`config.mk`:
```
export PLATFORM = sky130hd
export DESIGN_NAME = dbg_bus_bridge
export DESIGN_NICKNAME = d
export VERILOG_FILES = /design/src/rtl/dbg_bus_bridge_pkg.sv /design/src/rtl/dbg_bus_bridge_byte_timeout_counter.sv /design/src/rtl/dbg_bus_bridge.sv
export SDC_FILE = /design/constraint.sdc
export NUM_CORES = 1
export LEC_CHECK = 0
export CORE_UTILIZATION = 45
export DETAILED_ROUTE_END_ITERATION = 10
export GPL_ROUTABILITY_DRIVEN = 1
export PLACE_DENSITY = 0.69
export SYNTH_ARGS = -nofsm -noshare
export SYNTH_HDL_FRONTEND = slang
export SYNTH_SLANG_ARGS = --single-unit
```
`constraint.sdc`:
```
create_clock -name i_clk -period 2.8 [get_ports i_clk]
set_clock_uncertainty 0.1 [all_clocks]
set_input_delay 0.84 -clock i_clk [delete_from_list [all_inputs] [get_ports i_clk]]
set_output_delay 0.84 -clock i_clk [all_outputs]
set_load 0.02 [all_outputs]
```
`src/rtl/dbg_bus_bridge_pkg.sv`:
```
// dbg_bus_bridge_pkg
//   Shared definitions for the debug bus bridge: FSM state encoding,
//   frame command/response byte values, bus widths and a small state
//   classification helper.
package dbg_bus_bridge_pkg;

  localparam int ADDR_W = 14;
  localparam int DATA_W = 16;
  localparam int CNT_W  = 16;

  localparam logic [7:0] CMD_WR  = 8'h57;
  localparam logic [7:0] CMD_RD  = 8'h52;
  localparam logic [7:0] RSP_ACK = 8'h4B;
  localparam logic [7:0] RSP_ERR = 8'h3F;

  typedef enum logic [3:0] {
    ST_IDLE     = 4'd0,
    ST_ADDR_HI  = 4'd1,
    ST_ADDR_LO  = 4'd2,
    ST_DATA_HI  = 4'd3,
    ST_DATA_LO  = 4'd4,
    ST_BUS_WAIT = 4'd5,
    ST_BUS_ACC  = 4'd6,
    ST_TX_HI    = 4'd7,
    ST_TX_LO    = 4'd8
  } state_t;

  // True in the states that are waiting for the next byte of a frame;
  // only these are subject to the inter-byte timeout.
  function automatic logic is_collect_state(state_t s);
    return (s == ST_ADDR_HI) || (s == ST_ADDR_LO) ||
           (s == ST_DATA_HI) || (s == ST_DATA_LO);
  endfunction

endpackage

```
`src/rtl/dbg_bus_bridge_byte_timeout_counter.sv`:
```
// dbg_bus_bridge_byte_timeout_counter
//   Counts idle cycles between received bytes and flags expiry once the
//   count reaches TIMEOUT. The count saturates at TIMEOUT and is held at
//   zero whenever the counter is not enabled.
// Ports:
//   i_clk, i_rstn : clock, asynchronous active-low reset
//   i_clear       : restart the count (byte received / frame start)
//   i_enable      : count while high
//   o_expired     : enabled and count has reached TIMEOUT
module dbg_bus_bridge_byte_timeout_counter
  import dbg_bus_bridge_pkg::*;
#(
  parameter int TIMEOUT = 50000
) (
  input  logic i_clk,
  input  logic i_rstn,
  input  logic i_clear,
  input  logic i_enable,
  output logic o_expired
);

  localparam logic [CNT_W-1:0] LIMIT = CNT_W'(TIMEOUT);

  logic [CNT_W-1:0] cnt_q;
  logic [CNT_W-1:0] cnt_d;

  always_comb begin
    cnt_d = cnt_q;
    if (i_clear || !i_enable) begin
      cnt_d = '0;
    end else if (cnt_q != LIMIT) begin
      cnt_d = cnt_q + 1'b1;
    end
  end

  always_ff @(posedge i_clk or negedge i_rstn) begin
    if (!i_rstn) begin
      cnt_q <= '0;
    end else begin
      cnt_q <= cnt_d;
    end
  end

  assign o_expired = i_enable && (cnt_q == LIMIT);

endmodule

```
`src/rtl/dbg_bus_bridge.sv`:
```
// dbg_bus_bridge
//   Turns byte frames from a serial receiver into single accesses on a
//   shared memory bus and returns a response byte stream.
//   Frame: CMD, ADDR_HI, ADDR_LO [, DATA_HI, DATA_LO for writes].
//   Write -> ACK byte; read -> data high byte then low byte;
//   unknown command -> error byte, no bus activity.
// Ports:
//   i_clk, i_rstn            : clock, asynchronous active-low reset
//   i_rxByte, i_rxValid      : received byte and its one-cycle strobe
//   o_txByte, o_txValid,
//   i_txReady                : response byte, valid/ready handshake
//   o_busReq, i_busGrant     : bus ownership request / grant
//   o_memAddr, o_memDataOut,
//   o_memWrEn, o_memRdEn,
//   i_memDataIn              : memory bus access signals
//   o_busy                   : a frame is being handled
// All outputs are registered.
module dbg_bus_bridge
  import dbg_bus_bridge_pkg::*;
#(
  parameter int TIMEOUT = 50000
) (
  input  logic              i_clk,
  input  logic              i_rstn,
  input  logic [7:0]        i_rxByte,
  input  logic              i_rxValid,
  output logic [7:0]        o_txByte,
  output logic              o_txValid,
  input  logic              i_txReady,
  output logic              o_busReq,
  input  logic              i_busGrant,
  output logic [ADDR_W-1:0] o_memAddr,
  output logic [DATA_W-1:0] o_memDataOut,
  output logic              o_memWrEn,
  output logic              o_memRdEn,
  input  logic [DATA_W-1:0] i_memDataIn,
  output logic              o_busy
);

  state_t              state_q, state_d;
  logic                is_wr_q, is_wr_d;
  logic [ADDR_W-1:0]   addr_q, addr_d;
  logic [DATA_W-1:0]   wdata_q, wdata_d;
  logic [DATA_W-1:0]   rd_data_q, rd_data_d;
  logic [7:0]          tx_byte_q, tx_byte_d;
  logic                tx_valid_q, tx_valid_d;
  logic                bus_req_q, bus_req_d;
  logic [ADDR_W-1:0]   mem_addr_q, mem_addr_d;
  logic [DATA_W-1:0]   mem_data_out_q, mem_data_out_d;
  logic                mem_wr_en_q, mem_wr_en_d;
  logic                mem_rd_en_q, mem_rd_en_d;
  logic                busy_q, busy_d;

  logic                timeout_clear;
  logic                timeout_expired;

  // Count restarts on any received byte and on frame start.
  assign timeout_clear = i_rxValid ||
                         ((state_d == ST_ADDR_HI) && (state_q != ST_ADDR_HI));

  dbg_bus_bridge_byte_timeout_counter #(
    .TIMEOUT (TIMEOUT)
  ) u_timeout (
    .i_clk     (i_clk),
    .i_rstn    (i_rstn),
    .i_clear   (timeout_clear),
    .i_enable  (is_collect_state(state_q)),
    .o_expired (timeout_expired)
  );

  always_comb begin
    state_d        = state_q;
    is_wr_d        = is_wr_q;
    addr_d         = addr_q;
    wdata_d        = wdata_q;
    rd_data_d      = rd_data_q;
    tx_byte_d      = tx_byte_q;
    tx_valid_d     = tx_valid_q;
    mem_addr_d     = mem_addr_q;
    mem_data_out_d = mem_data_out_q;
    mem_wr_en_d    = 1'b0;
    mem_rd_en_d    = 1'b0;

    // Byte reception always takes priority over timeout expiry.
    unique case (state_q)
      ST_IDLE: begin
        // A queued error byte drains while idle.
        if (tx_valid_q && i_txReady) tx_valid_d = 1'b0;
        if (i_rxValid) begin
          if (i_rxByte == CMD_WR || i_rxByte == CMD_RD) begin
            is_wr_d = (i_rxByte == CMD_WR);
            state_d = ST_ADDR_HI;
          end else begin
            tx_byte_d  = RSP_ERR;
            tx_valid_d = 1'b1;
          end
        end
      end
      ST_ADDR_HI: begin
        if (i_rxValid) begin
          addr_d[ADDR_W-1:8] = i_rxByte[ADDR_W-9:0];
          state_d            = ST_ADDR_LO;
        end else if (timeout_expired) begin
          state_d = ST_IDLE;
        end
      end
      ST_ADDR_LO: begin
        if (i_rxValid) begin
          addr_d[7:0] = i_rxByte;
          state_d     = is_wr_q ? ST_DATA_HI : ST_BUS_WAIT;
        end else if (timeout_expired) begin
          state_d = ST_IDLE;
        end
      end
      ST_DATA_HI: begin
        if (i_rxValid) begin
          wdata_d[15:8] = i_rxByte;
          state_d       = ST_DATA_LO;
        end else if (timeout_expired) begin
          state_d = ST_IDLE;
        end
      end
      ST_DATA_LO: begin
        if (i_rxValid) begin
          wdata_d[7:0] = i_rxByte;
          state_d      = ST_BUS_WAIT;
        end else if (timeout_expired) begin
          state_d = ST_IDLE;
        end
      end
      ST_BUS_WAIT: begin
        // Bus outputs are loaded only here so they hold between accesses.
        if (i_busGrant) begin
          state_d     = ST_BUS_ACC;
          mem_addr_d  = addr_q;
          mem_wr_en_d = is_wr_q;
          mem_rd_en_d = !is_wr_q;
          if (is_wr_q) mem_data_out_d = wdata_q;
        end
      end
      ST_BUS_ACC: begin
        tx_valid_d = 1'b1;
        if (is_wr_q) begin
          tx_byte_d = RSP_ACK;
          state_d   = ST_TX_LO;
        end else begin
          // Read data is sampled on the closing edge of the access cycle.
          rd_data_d = i_memDataIn;
          tx_byte_d = i_memDataIn[15:8];
          state_d   = ST_TX_HI;
        end
      end
      ST_TX_HI: begin
        if (tx_valid_q && i_txReady) begin
          tx_byte_d = rd_data_q[7:0];
          state_d   = ST_TX_LO;
        end
      end
      ST_TX_LO: begin
        if (tx_valid_q && i_txReady) begin
          tx_valid_d = 1'b0;
          state_d    = ST_IDLE;
        end
      end
      default: state_d = ST_IDLE;
    endcase

    bus_req_d = (state_d == ST_BUS_WAIT) || (state_d == ST_BUS_ACC);
    busy_d    = (state_d != ST_IDLE);
  end

  always_ff @(posedge i_clk or negedge i_rstn) begin
    if (!i_rstn) begin
      state_q        <= ST_IDLE;
      is_wr_q        <= 1'b0;
      addr_q         <= '0;
      wdata_q        <= '0;
      rd_data_q      <= '0;
      tx_byte_q      <= '0;
      tx_valid_q     <= 1'b0;
      bus_req_q      <= 1'b0;
      mem_addr_q     <= '0;
      mem_data_out_q <= '0;
      mem_wr_en_q    <= 1'b0;
      mem_rd_en_q    <= 1'b0;
      busy_q         <= 1'b0;
    end else begin
      state_q        <= state_d;
      is_wr_q        <= is_wr_d;
      addr_q         <= addr_d;
      wdata_q        <= wdata_d;
      rd_data_q      <= rd_data_d;
      tx_byte_q      <= tx_byte_d;
      tx_valid_q     <= tx_valid_d;
      bus_req_q      <= bus_req_d;
      mem_addr_q     <= mem_addr_d;
      mem_data_out_q <= mem_data_out_d;
      mem_wr_en_q    <= mem_wr_en_d;
      mem_rd_en_q    <= mem_rd_en_d;
      busy_q         <= busy_d;
    end
  end

  assign o_txByte     = tx_byte_q;
  assign o_txValid    = tx_valid_q;
  assign o_busReq     = bus_req_q;
  assign o_memAddr    = mem_addr_q;
  assign o_memDataOut = mem_data_out_q;
  assign o_memWrEn    = mem_wr_en_q;
  assign o_memRdEn    = mem_rd_en_q;
  assign o_busy       = busy_q;

endmodule

```
==> impl_metrics.yaml <==
power:
  p_sw_mw: 0.610
  p_clk_frac: 0.391
  pwr-share-seq: 0.567
  p_leak_nw: 2.68
  p_sw_frac: 0.234
  ir_worst_vdd_mv: 0.267
  p_int_mw: 2.00
  power_density_mw_per_mm2: 465
  combPwrFrac: 0.042
floorplan:
  core-area_mm2: 0.00933
  initial_core_util: 0.468
  die-area_mm2: 0.0101
  die_y_um: 100
  rows: 35
  die_x_um: 100
  io_pins: 72
synthesis:
  syn_avg_cell_area_um2: 11.9
  synth_fa_ha_area_frac: 0.00574
  ys.flop_type: "dfrtp_1"
  synth_top_family_by_area: "simple AND/OR/NAND/NOR gates"
  yosysWarnings: 0
  synth-edff-count: 0
  ys_ff_latch: 102
  yosysUniqueCellTypes: 51
  synth-compound-area-share: 0.0430
  syn_area_mm2: 0.00436
  synth_async_sr_flop_share: 1.00
  syn_inst: 368
  muxShareOfSynthArea: 0.152
  syn-num-nets: 399
  yosys.area_share.simple: 0.155
  ys_seq_area_frac: 0.585
  synthXorXnorAreaFrac: 0.0341
clocking:
  numCtsBuffers: 9
  cts_tree: "yes"
  clock_path_buffers: 2
  path_clk_slew_ns: 0.11
  htree_levels: 3
  post_cts_buffers: 0
  cts.sinks: 102
  cts-root-buf: "clkbuf_8"
  postCtsResizedCells: 0
  clock_latency_ns: 0.37
  cts_hold_buf: 0
global_routing:
  antenna_found_initial: 0
  grt_pass1_wl_mm: 15.2
  gr-total-overflow: 0
  grt_max_degree: 46
  track_usage: 0.195
  grt_pass1_vias: 3025
sta:
  finalWorstSetupSlack_ns: 0.233
  fin_crit_sh: 0.917
  hold_violations: 0
  finalCriticalPeriod_ns: 2.57
  maxSlewHeadroom: 0.612
  tns_ns: 0
  setup_viol: 0
  grt_setup_unrepaired: "no"
  fmax_mhz: 390
  worst_pin_slew_ns: 0.582
  slew_viol_final: 0
flow_run:
  maxCapViolations: 0
finish:
  area_growth_pct: 28.8
  drive_gt1_frac: 0.239
  layout_common_cells: "dfrtp_1, clkdlybuf4s50_1, nand2_1, mux2_2, nor2_1"
  final_common_cell: "dfrtp_1"
  nets: 494
  antennaDiodeCount: 0
  fill_cells: 798
drt:
  finalWirelength_mm: 9.15
  vias: 3052
  first_pass_iters: 4
  avgRoutedWirePerCell_um: 15.3
  routed_via_density: 5.11
  drc: 0
  first_iter_violations: 65
  ant_nets: 0
critical_path:
  path_class: "in -> reg"
  cp-end-kind: "flip-flop"
  crit_path_start_kind: "input port"
  arrival_ns: 2.71
  crit_fanout: 3
  required_ns: 2.94
hold_path:
  hp-class: "in -> async"
place:
  gp_congestion: 0.817
  io_buffers: 71
  dpl.hpwl_mm: 6.45
  dpl_worst_slack_ns: -0.178
status:
  outcome: "completed"
## sequential cells by signal, indices dropped and copies added (netlist names), 4 cells and up
signal           flops
wdata_q             16
o_memDataOut        16
o_txByte             8
addr_q              14
state_q              4
u_timeout.cnt_q     16
o_memAddr           14
rd_data_q            8
## metal layers
layer | part of all wire | vias up | GRT usage
met5 | 0 | - | 0
met2 | 0.48 | 65 | 0.311
met3 | 0.039 | 13 | 0.0430
met1 | 0.46 | 1525 | 0.262
li1 | - | 1449 | -
met4 | 0.019 | 0 | 0.0758
## final timing paths
check / from / endpoint / slack (ns) / depth (start not counted)
min reg2reg: wdata_q[0] / o_memDataOut[0] / 0.37 / 2
min: i_rstn / u_timeout.cnt_q[0] / 0.33 / 1
max: i_rxByte[0] / o_busy / 0.23 / 8
max reg2reg: state_q[0] / o_busy / 0.41 / 6
max in group asynchronous: i_rstn / o_txByte[4] / 1.59 / 2
min in group i_clk: wdata_q[0] / o_memDataOut[0] / 0.37 / 2
## cell usage after synthesis (2+ instances only)
| library cell | count | area, um^2 |
|---|---|---|
| clkbuf_1 | 7 | 26.3 |
| and4b_1 | 3 | 30.0 |
| nand3_1 | 15 | 75.1 |
| inv_2 | 2 | 7.51 |
| nand2_1 | 67 | 251 |
| xnor2_1 | 6 | 52.6 |
| nor3b_1 | 2 | 15.0 |
| dfrtp_1 | 102 | 2550 |
| ha_1 | 2 | 25.0 |
| nor2_1 | 29 | 109 |
| buf_2 | 3 | 15.0 |
| and3_1 | 2 | 12.5 |
| nand4_1 | 3 | 18.8 |
| mux2_2 | 59 | 664 |
| o31ai_1 | 2 | 15.0 |
| a21oi_1 | 4 | 20.0 |
| inv_1 | 7 | 26.3 |
| o21ai_0 | 2 | 10.0 |
| xor2_1 | 11 | 96.3 |
| nor2b_1 | 3 | 18.8 |
| o22ai_1 | 4 | 25.0 |
| buf_6 | 2 | 22.5 |
| a221o_1 | 3 | 30.0 |
## logic make-up after synthesis
kind of cell	after synthesis
adder cells (fa/ha/maj)	2
flip-flops	102
XOR/XNOR	17
buffers and inverters	23
AO/OA/AOI/OAI	26
AND/OR/NAND/NOR	139
multiplexers	59
## critical path, cell delays in order
cell             delay (ns)
clkdlybuf4s50_1        0.50
xnor2_1                0.17
nand4b_1               0.12
nor2_1                 0.05
buf_4                  0.14
nor4_4                 0.28
inv_1                  0.08
or4_4                  0.52
## metrics by stage
| stage | power [mW] | std cells | area [um^2] | utilization | hold slack, ns |
|---|---|---|---|---|---|
| floorplan | 1.52 | 368 | 4360 | - | 0.333 |
| global placement | 1.62 | 581 | 5390 | 0.578 | 0.342 |
| detailed placement | 1.62 | 581 | 5390 | 0.578 | 0.351 |
| CTS | 2.65 | 597 | 5620 | 0.603 | 0.325 |
| global route | 2.71 | 597 | 5620 | 0.603 | 0.342 |
| finish | 2.61 | 597 | 5620 | 0.603 | 0.326 |
## power groups by stage
| stage | combinational, mW | sequential, mW | clock, mW |
|---|---|---|---|
| 2_1_floorplan | 0.0121 | 1.51 | 0 |
| 3_3_place_gp | 0.109 | 1.51 | 0 |
| 3_5_place_dp | 0.111 | 1.51 | 0 |
| 4_1_cts | 0.111 | 1.48 | 1.05 |
| 5_1_grt | 0.119 | 1.48 | 1.11 |
| 6_report | 0.108 | 1.48 | 1.02 |
## final cells by class
cell class              instances  area, um^2  share of cell area
flip-flops and latches        102        2550               0.454
repair buffers                 97         941               0.167
clock inverters                 6        88.8              0.0158
clock buffers                  10         138              0.0245
inverters                      10        37.5             0.00668
multi-input cells             243        1700               0.303
well taps                     129         161              0.0287
Power figures use the tool's default switching activity.
